==> config.mk <==
export PLATFORM = sky130hd
export DESIGN_NAME = pathcount_collector
export DESIGN_NICKNAME = d
export VERILOG_FILES = /design/src/rtl/pathcount_collector.sv
export SDC_FILE = /design/constraint.sdc
export NUM_CORES = 2
export LEC_CHECK = 0
export CAP_MARGIN = 20
export CELL_PAD_IN_SITES_DETAIL_PLACEMENT = 1
export CELL_PAD_IN_SITES_GLOBAL_PLACEMENT = 2
export CORE_AREA = 2 2 617 619
export DETAILED_ROUTE_END_ITERATION = 10
export DIE_AREA = 0 0 619 621
export PLACE_DENSITY = 0.47
export SLEW_MARGIN = 20
export SYNTH_ARGS = -nofsm -noshare
export SYNTH_HDL_FRONTEND = slang
export SYNTH_SLANG_ARGS = --single-unit
==> constraint.sdc <==
create_clock -name clk -period 6.49 [get_ports clk]
set_clock_uncertainty 0.1 [all_clocks]
set_input_delay 1.298 -clock clk [delete_from_list [all_inputs] [get_ports clk]]
set_output_delay 1.298 -clock clk [all_outputs]
set_load 0.01 [all_outputs]
==> src/rtl/pathcount_collector.sv <==
// pathcount_collector
//   Result-collection and completion stage for the node network. Registers up to
//   NUM_TARGETS end-node tags while idle, accumulates the path counts of accepted
//   requests that hit those tags while counting, and declares the result final once
//   every nodeset reports completion and the switch has been quiet for QUIET_CYCLES
//   consecutive cycles.
// Ports
//   clk, rst           clock, asynchronous active-high reset
//   i_node_tag*        target registration: tag {set, local}, valid, end-node qualifier
//   i_start_counting   IDLE -> COUNT (ignored with no targets registered)
//   i_clear            drop targets and results, return to IDLE (highest priority)
//   i_set_done         per-nodeset completion flags
//   i_req_vld/paths/nodenum  accepted request stream, one channel per nodeset
//   o_reqs_complete    registered AND of i_set_done
//   o_num_targets      number of registered targets
//   o_num_paths        flat accumulators, target t at [t*DW +: DW]
//   o_overflow         sticky per-target saturation flag
//   o_num_paths_vld    results final (DONE state)
module pathcount_collector #(
    parameter int unsigned NUM_SETS     = 64,
    parameter int unsigned LOCAL_W      = 6,
    parameter int unsigned NUM_PATHS_DW = 16,
    parameter int unsigned NUM_TARGETS  = 2,
    parameter int unsigned QUIET_CYCLES = 4,
    localparam int unsigned SET_W       = $clog2(NUM_SETS),
    localparam int unsigned TAG_W       = SET_W + LOCAL_W,
    localparam int unsigned NT_W        = $clog2(NUM_TARGETS + 1)
) (
    input  logic                                clk,
    input  logic                                rst,
    input  logic [TAG_W-1:0]                    i_node_tag,
    input  logic                                i_node_tag_vld,
    input  logic                                i_endnode,
    input  logic                                i_start_counting,
    input  logic                                i_clear,
    input  logic [NUM_SETS-1:0]                 i_set_done,
    input  logic [NUM_SETS-1:0]                 i_req_vld,
    input  logic [NUM_SETS*NUM_PATHS_DW-1:0]    i_req_paths,
    input  logic [NUM_SETS*LOCAL_W-1:0]         i_req_nodenum,
    output logic                                o_reqs_complete,
    output logic [NT_W-1:0]                     o_num_targets,
    output logic [NUM_TARGETS*NUM_PATHS_DW-1:0] o_num_paths,
    output logic [NUM_TARGETS-1:0]              o_overflow,
    output logic                                o_num_paths_vld
);

    localparam int unsigned DW = NUM_PATHS_DW;
    localparam int unsigned QW = $clog2(QUIET_CYCLES + 1);

    typedef enum logic [1:0] {StIdle, StCount, StDone} state_e;

    state_e                  state_q, state_d;
    logic [QW-1:0]           quiet_cnt_q, quiet_cnt_d;
    logic [NT_W-1:0]         num_targets_q, num_targets_d;
    logic [TAG_W-1:0]        tags_q [NUM_TARGETS];
    logic [TAG_W-1:0]        tags_d [NUM_TARGETS];
    logic [DW-1:0]           acc_q  [NUM_TARGETS];
    logic [DW-1:0]           acc_d  [NUM_TARGETS];
    logic [NUM_TARGETS-1:0]  ovf_q, ovf_d;
    logic                    reqs_complete_q, reqs_complete_d;

    logic                    hit       [NUM_TARGETS];
    logic [DW-1:0]           hit_paths [NUM_TARGETS];
    logic [DW:0]             sum       [NUM_TARGETS];
    logic                    quiet;

    assign quiet = (&i_set_done) & ~(|i_req_vld);

    // Per-target hit detection. A tag names exactly one channel, so at most one
    // channel can match per target and the OR-style mux below is unambiguous.
    always_comb begin
        for (int t = 0; t < NUM_TARGETS; t++) begin
            hit[t]       = 1'b0;
            hit_paths[t] = '0;
            for (int c = 0; c < NUM_SETS; c++) begin
                if (i_req_vld[c] &&
                    tags_q[t] == {SET_W'(c), i_req_nodenum[c*LOCAL_W +: LOCAL_W]}) begin
                    hit[t]       = 1'b1;
                    hit_paths[t] = i_req_paths[c*DW +: DW];
                end
            end
            // Unregistered slots hold tag 0 and must never match.
            if (NT_W'(t) >= num_targets_q) begin
                hit[t] = 1'b0;
            end
            sum[t] = {1'b0, acc_q[t]} + {1'b0, hit_paths[t]};
        end
    end

    always_comb begin
        state_d         = state_q;
        quiet_cnt_d     = quiet_cnt_q;
        num_targets_d   = num_targets_q;
        tags_d          = tags_q;
        acc_d           = acc_q;
        ovf_d           = ovf_q;
        reqs_complete_d = &i_set_done;

        if (i_clear) begin
            state_d       = StIdle;
            quiet_cnt_d   = '0;
            num_targets_d = '0;
            ovf_d         = '0;
            for (int t = 0; t < NUM_TARGETS; t++) begin
                tags_d[t] = '0;
                acc_d[t]  = '0;
            end
        end else begin
            unique case (state_q)
                StIdle: begin
                    if (i_endnode && i_node_tag_vld &&
                        num_targets_q < NT_W'(NUM_TARGETS)) begin
                        for (int t = 0; t < NUM_TARGETS; t++) begin
                            if (NT_W'(t) == num_targets_q) begin
                                tags_d[t] = i_node_tag;
                            end
                        end
                        num_targets_d = num_targets_q + NT_W'(1);
                    end
                    if (i_start_counting && num_targets_q != '0) begin
                        state_d     = StCount;
                        quiet_cnt_d = '0;
                    end
                end
                StCount: begin
                    for (int t = 0; t < NUM_TARGETS; t++) begin
                        if (hit[t]) begin
                            if (sum[t][DW]) begin
                                acc_d[t] = '1;
                                ovf_d[t] = 1'b1;
                            end else begin
                                acc_d[t] = sum[t][DW-1:0];
                            end
                        end
                    end
                    if (quiet) begin
                        if (quiet_cnt_q == QW'(QUIET_CYCLES - 1)) begin
                            state_d = StDone;
                        end
                        quiet_cnt_d = quiet_cnt_q + QW'(1);
                    end else begin
                        quiet_cnt_d = '0;
                    end
                end
                StDone: begin
                end
                default: begin
                    state_d = StIdle;
                end
            endcase
        end
    end

    always_ff @(posedge clk or posedge rst) begin
        if (rst) begin
            state_q         <= StIdle;
            quiet_cnt_q     <= '0;
            num_targets_q   <= '0;
            ovf_q           <= '0;
            reqs_complete_q <= 1'b0;
            for (int t = 0; t < NUM_TARGETS; t++) begin
                tags_q[t] <= '0;
                acc_q[t]  <= '0;
            end
        end else begin
            state_q         <= state_d;
            quiet_cnt_q     <= quiet_cnt_d;
            num_targets_q   <= num_targets_d;
            ovf_q           <= ovf_d;
            reqs_complete_q <= reqs_complete_d;
            tags_q          <= tags_d;
            acc_q           <= acc_d;
        end
    end

    always_comb begin
        o_num_paths = '0;
        for (int t = 0; t < NUM_TARGETS; t++) begin
            o_num_paths[t*DW +: DW] = acc_q[t];
        end
    end

    assign o_reqs_complete = reqs_complete_q;
    assign o_num_targets   = num_targets_q;
    assign o_overflow      = ovf_q;
    assign o_num_paths_vld = (state_q == StDone);

endmodule
Yosys cells after proc, flatten, opt, wreduce, memory -nomap -nowiden
Index checks and enable logic that the tools add are counted.
{"block": "op_classes", "addsub": 4, "mul": 0, "div_mod_pow": 0, "n_lt_le_gt_ge": 3, "n_eq_ne": 136, "shifts": 0, "mux": 287, "n_bitwise": 2, "n_reduce_logical": 155}
{"cell": "2-to-1 mux 16 bit", "n": 132}
{"cell": "equality test 12 bit", "n": 64}
{"cell": "equality test 12 x 11 -> 1 bit", "n": 32}
{"cell": "equality test 12 x 10 -> 1 bit", "n": 16}
{"cell": "2-to-1 mux 1 bit", "n": 134}
{"cell": "logical AND 1 bit", "n": 131}
{"cell": "equality test 12 x 9 -> 1 bit", "n": 8}
{"cell": "2-to-1 mux 24 bit", "n": 3}
{"cell": "2-to-1 mux 32 bit", "n": 2}
{"cell": "AND reduction 64 bit", "n": 1}
{"cell": "OR reduction 64 bit", "n": 1}
{"cell": "equality test 12 x 8 -> 1 bit", "n": 4}
{"cell": "adder 16 x 16 -> 17 bit", "n": 2}
{"cell": "equality test 12 x 6 -> 1 bit", "n": 2}
{"cell": "equality test 12 x 7 -> 1 bit", "n": 2}
{"cell": "2-to-1 mux 12 bit", "n": 2}
{"cell": "nonzero test 2 bit", "n": 10}
{"cell": "2-to-1 mux 2 bit", "n": 9}
{"cell": "AND reduction 3 bit", "n": 4}
{"cell": "2-to-1 mux 3 bit", "n": 3}
{"cell": "!= test 3 bit, second input constant", "n": 3}
{"cell": "AND reduction 2 bit", "n": 4}
{"cell": "one-hot mux 2 bit (3 select lines)", "n": 1}
{"cell": "one-hot mux 3 bit (2 select lines)", "n": 1}
{"cell": "14 further kinds", "n": 16}
{"block": "word_totals", "reg_bits": 66, "latch_bits": 0, "ram_bits": 0, "romBits": 0, "inputBits": 1554, "elab_cells": 597, "memories": 0}

Logic depth before layout (Yosys ltp)
{"block": "depth", "word_depth": 71, "depth_mapped": 34}

Worst setup path after synthesis
OpenSTA, ideal clock, no wires.
{"block": "synth_path", "path_type": "input to register", "start": "input i_req_nodenum[184]", "end": "register acc_q (netlist bit o_num_paths[10])", "t_arrival_ns": 6.588, "required_time_ns": 6.252, "slack_ns": -0.336, "stages": 29, "cell_sequence": "xor2_1 or4_1 nor4_2 or2_2 or3_1 clkbuf_1 clkbuf_1 nor4_1 o21ai_0 a211oi_1 o41ai_1 nand3_1 o2111ai_1 o31ai_1 ha_1 nor2b_1 o21ai_0 a21oi_1 o21ai_0 nand2b_1 a21o_1 a21oi_1 o21ai_0 or3_1 a21oi_1 o21ai_0 nor2_2 buf_2 a211oi_1"}
{"block": "synth_between", "elab_chain_cells": 41, "elab_cells_between_ends": 78, "cone_classes": "add/sub (1); eq/ne (1); mux (73); reduce/logical (3)"}
{"element": "start, declared", "line_no": "39", "text": "input logic [NUM_SETS*LOCAL_W-1:0] i_req_nodenum,"}
{"element": "equality test 12 x 11 -> 1 bit (*)", "line_no": "77", "text": "tags_q[t] == {SET_W'(c), i_req_nodenum[c*LOCAL_W +: LOCAL_W]}) begin"}
{"element": "logical AND 1 bit (*)", "line_no": "76", "text": "if (i_req_vld[c] &&"}
{"element": "2-to-1 mux 16 bit (34 in series)", "line_no": "76"}
{"element": "adder 16 x 16 -> 17 bit", "line_no": "86", "text": "sum[t] = {1'b0, acc_q[t]} + {1'b0, hit_paths[t]};"}
{"element": "2-to-1 mux 16 bit", "line_no": "128", "text": "if (sum[t][DW]) begin"}
{"element": "2-to-1 mux 16 bit", "line_no": "127", "text": "if (hit[t]) begin"}
{"element": "2-to-1 mux 32 bit", "line_no": "109", "text": "unique case (state_q)"}
{"element": "2-to-1 mux 32 bit", "line_no": "99", "text": "if (i_clear) begin"}
{"element": "end signal, assigned by index", "line_no": "163", "text": "acc_q[t] <= '0;"}
{"element": "end signal, assigned", "line_no": "172", "text": "acc_q <= acc_d;"}
{"element": "end, declared", "line_no": "57", "text": "logic [DW-1:0] acc_q [NUM_TARGETS];"}
Mark *: on every way between the ends. The rest lies on a longest branch, timed or not. The select of a mux whose other input is x is not followed.
A chain may end at the register's enable or synchronous reset.

Final worst setup path
{"block": "layout_path", "start": "input i_req_nodenum[19]", "end": "register acc_q (netlist bit o_num_paths[31])"}
{"block": "layout_between", "elab_chain_cells": 68, "elab_cells_between_ends": 132, "cone_classes": "add/sub (1); eq/ne (1); mux (127); reduce/logical (3)"}
{"element": "equality test 12 x 8 -> 1 bit (*)", "line_no": "77"}
{"element": "logical AND 1 bit (*)", "line_no": "76"}
{"element": "2-to-1 mux 16 bit (61 in series)", "line_no": "76"}
{"element": "adder 16 x 16 -> 17 bit", "line_no": "86"}
{"element": "2-to-1 mux 16 bit", "line_no": "128"}
{"element": "2-to-1 mux 16 bit", "line_no": "127"}
{"element": "2-to-1 mux 32 bit", "line_no": "109"}
{"element": "2-to-1 mux 32 bit", "line_no": "99"}
Marks and branches as above.

==> metrics.md <==
| Metric | Value |
|---|---|
| Largest net degree at the start of global routing | `36` |
| Outcome | `complete, but fails checks` |
| CTS tree | `done` |
| Max-slew violation count | `0` |
| Worst vdd ir | `0.148 mV` |
| Clk buf depth | `2` |
| Worst Tran Pin Value | `1.24 ns` |
| IO buf count | `1,591` |
| Gr usage total | `28.2%` |
| Req. time, crit path | `6.65 ns` |
| Die height | `621 µm` |
| Clock network fraction of design power | `12.0%` |
| Initial drt markers | `5,612` |
| Clock sinks | `66` |
| Cts bufs inserted | `9` |
| Non-filler cells in the finished layout | `13,000` |
| Net Sw Frac | `45.7%` |
| WS Path Type | `in2reg` |
| Compound-Gate Fraction of Synth Area | `36.7%` |
| Synth cell types | `84` |
| Slew HR | `16.8%` |
| Util after Layout | `19.4%` |
| Sequential share of power | `11.0%` |
| HP Class | `reg2reg` |
| Initial cell density of the core | `8.26%` |
| Grt ovf | `0` |
| Register area share after synthesis | `5.29%` |
| Logic pwr share | `77.1%` |
| Worst path bufs/invs | `11` |
| Clk root buf | `clkbuf_16` |
| Avg Inst Size Synth | `6.82 µm²` |
| Commonest non-fill, non-tap cell in the layout | `buf_4` |
| Dpl ws | `-2.70 ns` |
| Nets | `9,418` |
| Number of global-route vias before repair | `61,900` |
| EDFF count, synth | `0` |
| First-pass GRT wire length | `704,000 µm` |
| Arrival time at the worst endpoint | `7.34 ns` |
| Area occupied by multi-input gates | `30,800 µm²` |
| # rows | `226` |
| RSZ-0062 raised after global routing | `true` |
| Clock transition at path regs | `0.07 ns` |
| Max cap viols | `0` |
| DR DRC count | `0` |
| Most frequent cells in the layout | `buf_4, clkdlybuf4s50_1, xor2_1` |
| Die ar. | `384,000 µm²` |
| Via count | `59,600` |
| Sw Pwr | `1.89 mW` |
| Top cell by count, worst path | `buf_4` |
| Leak | `28.9 nW` |
| CP Max Fanout | `6` |
| Initial antenna violation count | `406` |
| Worst path slowest cell | `a222oi_1` |
| Share of cells above drive strength 1 | `32.8%` |
| Commonest register cell after synthesis | `dfrtp_1` |
| WL final | `565,000 µm` |
| Worst hold margin | `0.401 ns` |
| H-tree Lvls | `3` |
| Routability-driven placement congestion ratio | `0.995` |
| Crit. End Element | `flip-flop` |
| # fillers | `44,800` |
| Hold Fails Final Rpt | `0` |
| CP top delay family | `compound AO/OA/AOI/OAI gates` |
| Async S/R FF share, synth | `100%` |
| Core Area | `378,000 µm²` |
| Hpwl dp | `507,000 µm` |
| R2R Setup Slk | `-0.58 ns` |
| Drt pass-1 iters | `10` |
| Cell Int Power | `2.24 mW` |
| Cell count after synthesis | `4,578` |
| Post-synthesis instance area | `31,200 µm²` |
| Die W | `619 µm` |
| Clk Latency, worst-skew pair | `0.40 ns` |
| Routed length per instance | `43.5 µm` |
| # placed instances | `12,800` |
| Sequential cell area | `1700 µm²` |
| Final Cycle Share | `111%` |
| Power Density | `56.3 nW/µm²` |
| Critical Path Max Stage Delay | `0.47 ns` |
| Io pins | `1,592` |
| Post-Synth Simple-Gate Area | `27.2%` |
| Fin Setup TNS | `-21.03 ns` |
| PnR worst setup slack | `-0.686 ns` |
| ANT nets after route | `0` |
| Maximum clock frequency | `139 MHz` |
| Final setup fails | `34` |
| Mux cell area share after synthesis | `0.417%` |
| Crit start category | `input pin` |
| Vias/cell | `4.59` |
| Syn_nets | `6,170` |
| Synth-to-Final Area Change | `135%` |
| Failing checks | `setup timing` |
| Post-synthesis adder-cell area fraction | `1.57%` |
| Synth Area in XOR/XNOR | `22.2%` |
| Seq cells post-synth | `66` |
| Ys Warns | `0` |
| Crit path time final | `7.18 ns` |
| Main combinational cell family by area after synthesis | `compound AO/OA/AOI/OAI gates` |
[metal layers]
metal / wire length (µm) / up-vias / part of all wire, % / global-route usage, %
met5: 940 / - / 0.17 / 0
met1: 234000 / 30600 / 41 / 34.2
met3: 35800 / 823 / 6.3 / 5.91
met4: 27500 / 148 / 4.9 / 12.6
li1: - / 24800 / - / -
met2: 267000 / 3248 / 47 / 47.4
[cell families (layout without fill, tap and decap cells)]
group	count (synthesis)	count (layout)
other	0	158
adders and majority gates	38	38
and+or+nand+nor	1616	1616
muxes	13	13
buffers and inverters	479	3732
DFF	66	66
xor gates and xnor gates	791	791
AOI/OAI and AO/OA	1575	1575
[worst reg2reg max path: cells and delay by family (launching register included)]
kind                       cells  cell delay [ns]
AOI/OAI and AO/OA             19             2.78
buffers and inverters         13             2.09
and+or+nand+nor                6             1.24
DFF                            1             0.47
adders and majority gates      1             0.25
[registers in the layout (all words and copies together), names as in the netlist]
name	flops
tags_q	24
o_num_targets	2
o_reqs_complete	1
quiet_cnt_q	3
o_num_paths	32
state_q	2
o_overflow	2
[power by group through the flow]
stage	Combinational, mW	Sequential (mW)	Clock, mW
after floorplan	0.611	0.436	0
after global placement	3.09	0.459	0
after detailed placement	3.10	0.459	0
after CTS	3.14	0.452	0.523
after global routing	3.25	0.453	0.527
final	3.18	0.453	0.494
[synthesized netlist by cell type (30+ instances only)]
cell type / n / area [µm²]
a211oi_1: 76 / 571
a21oi_1: 212 / 1060
a221o_1: 42 / 420
a221oi_1: 158 / 1380
a222oi_1: 95 / 951
a22oi_1: 152 / 1140
a31oi_1: 32 / 200
and3_1: 39 / 244
buf_2: 85 / 425
buf_4: 32 / 240
clkbuf_1: 276 / 1040
dfrtp_1: 66 / 1650
ha_1: 36 / 450
inv_1: 70 / 263
nand2_1: 268 / 1010
nand3_1: 226 / 1130
nand4_1: 147 / 920
nor2_1: 399 / 1500
nor2b_1: 33 / 206
nor3_1: 92 / 460
nor4_1: 204 / 1280
o21ai_0: 164 / 821
o221ai_1: 86 / 753
o22ai_1: 273 / 1710
o31ai_1: 30 / 225
or4_1: 67 / 503
xnor2_1: 343 / 3000
xor2_1: 448 / 3920
[what timing repair did]
action / CTS / global route
pin swaps: 204 / 138
setup buffers: 75 / 16
hold buffers: 0 / 0
endpoints found under the setup margin: 34 / 34
resized for setup: 663 / 145
cloned: 2 / 0
[per-stage QoR]
step | cell area [µm²] | total power [mW]
after global placement | 69100 | 3.55
after detailed placement | 69200 | 3.56
final | 73400 | 4.13
after floorplan | 31300 | 1.05
after global routing | 73300 | 4.23
after CTS | 72300 | 4.12
[final timing paths]
kind | startpoint | endpoint | cells past startpoint
max in group asynchronous | rst | o_num_paths[14] | 3
max | i_req_nodenum[19] | o_num_paths[31] | 29
min | quiet_cnt_q[2] | quiet_cnt_q[2] | 2
min reg2reg | quiet_cnt_q[2] | quiet_cnt_q[2] | 2
max reg2reg | tags_q[22] | o_num_paths[13] | 39
min in group asynchronous | rst | o_num_paths[15] | 2
[cell type report]
type	count	area share, %
antenna	158	0.539
clock buffer	13	0.341
clock inverter	3	0.0205
inverter	71	0.363
multi-input combinational	4033	41.9
sequential	66	2.31
tap	5016	8.55
timing repair buffer	3645	46.0
No activity file was read; power rests on OpenSTA's default activity.
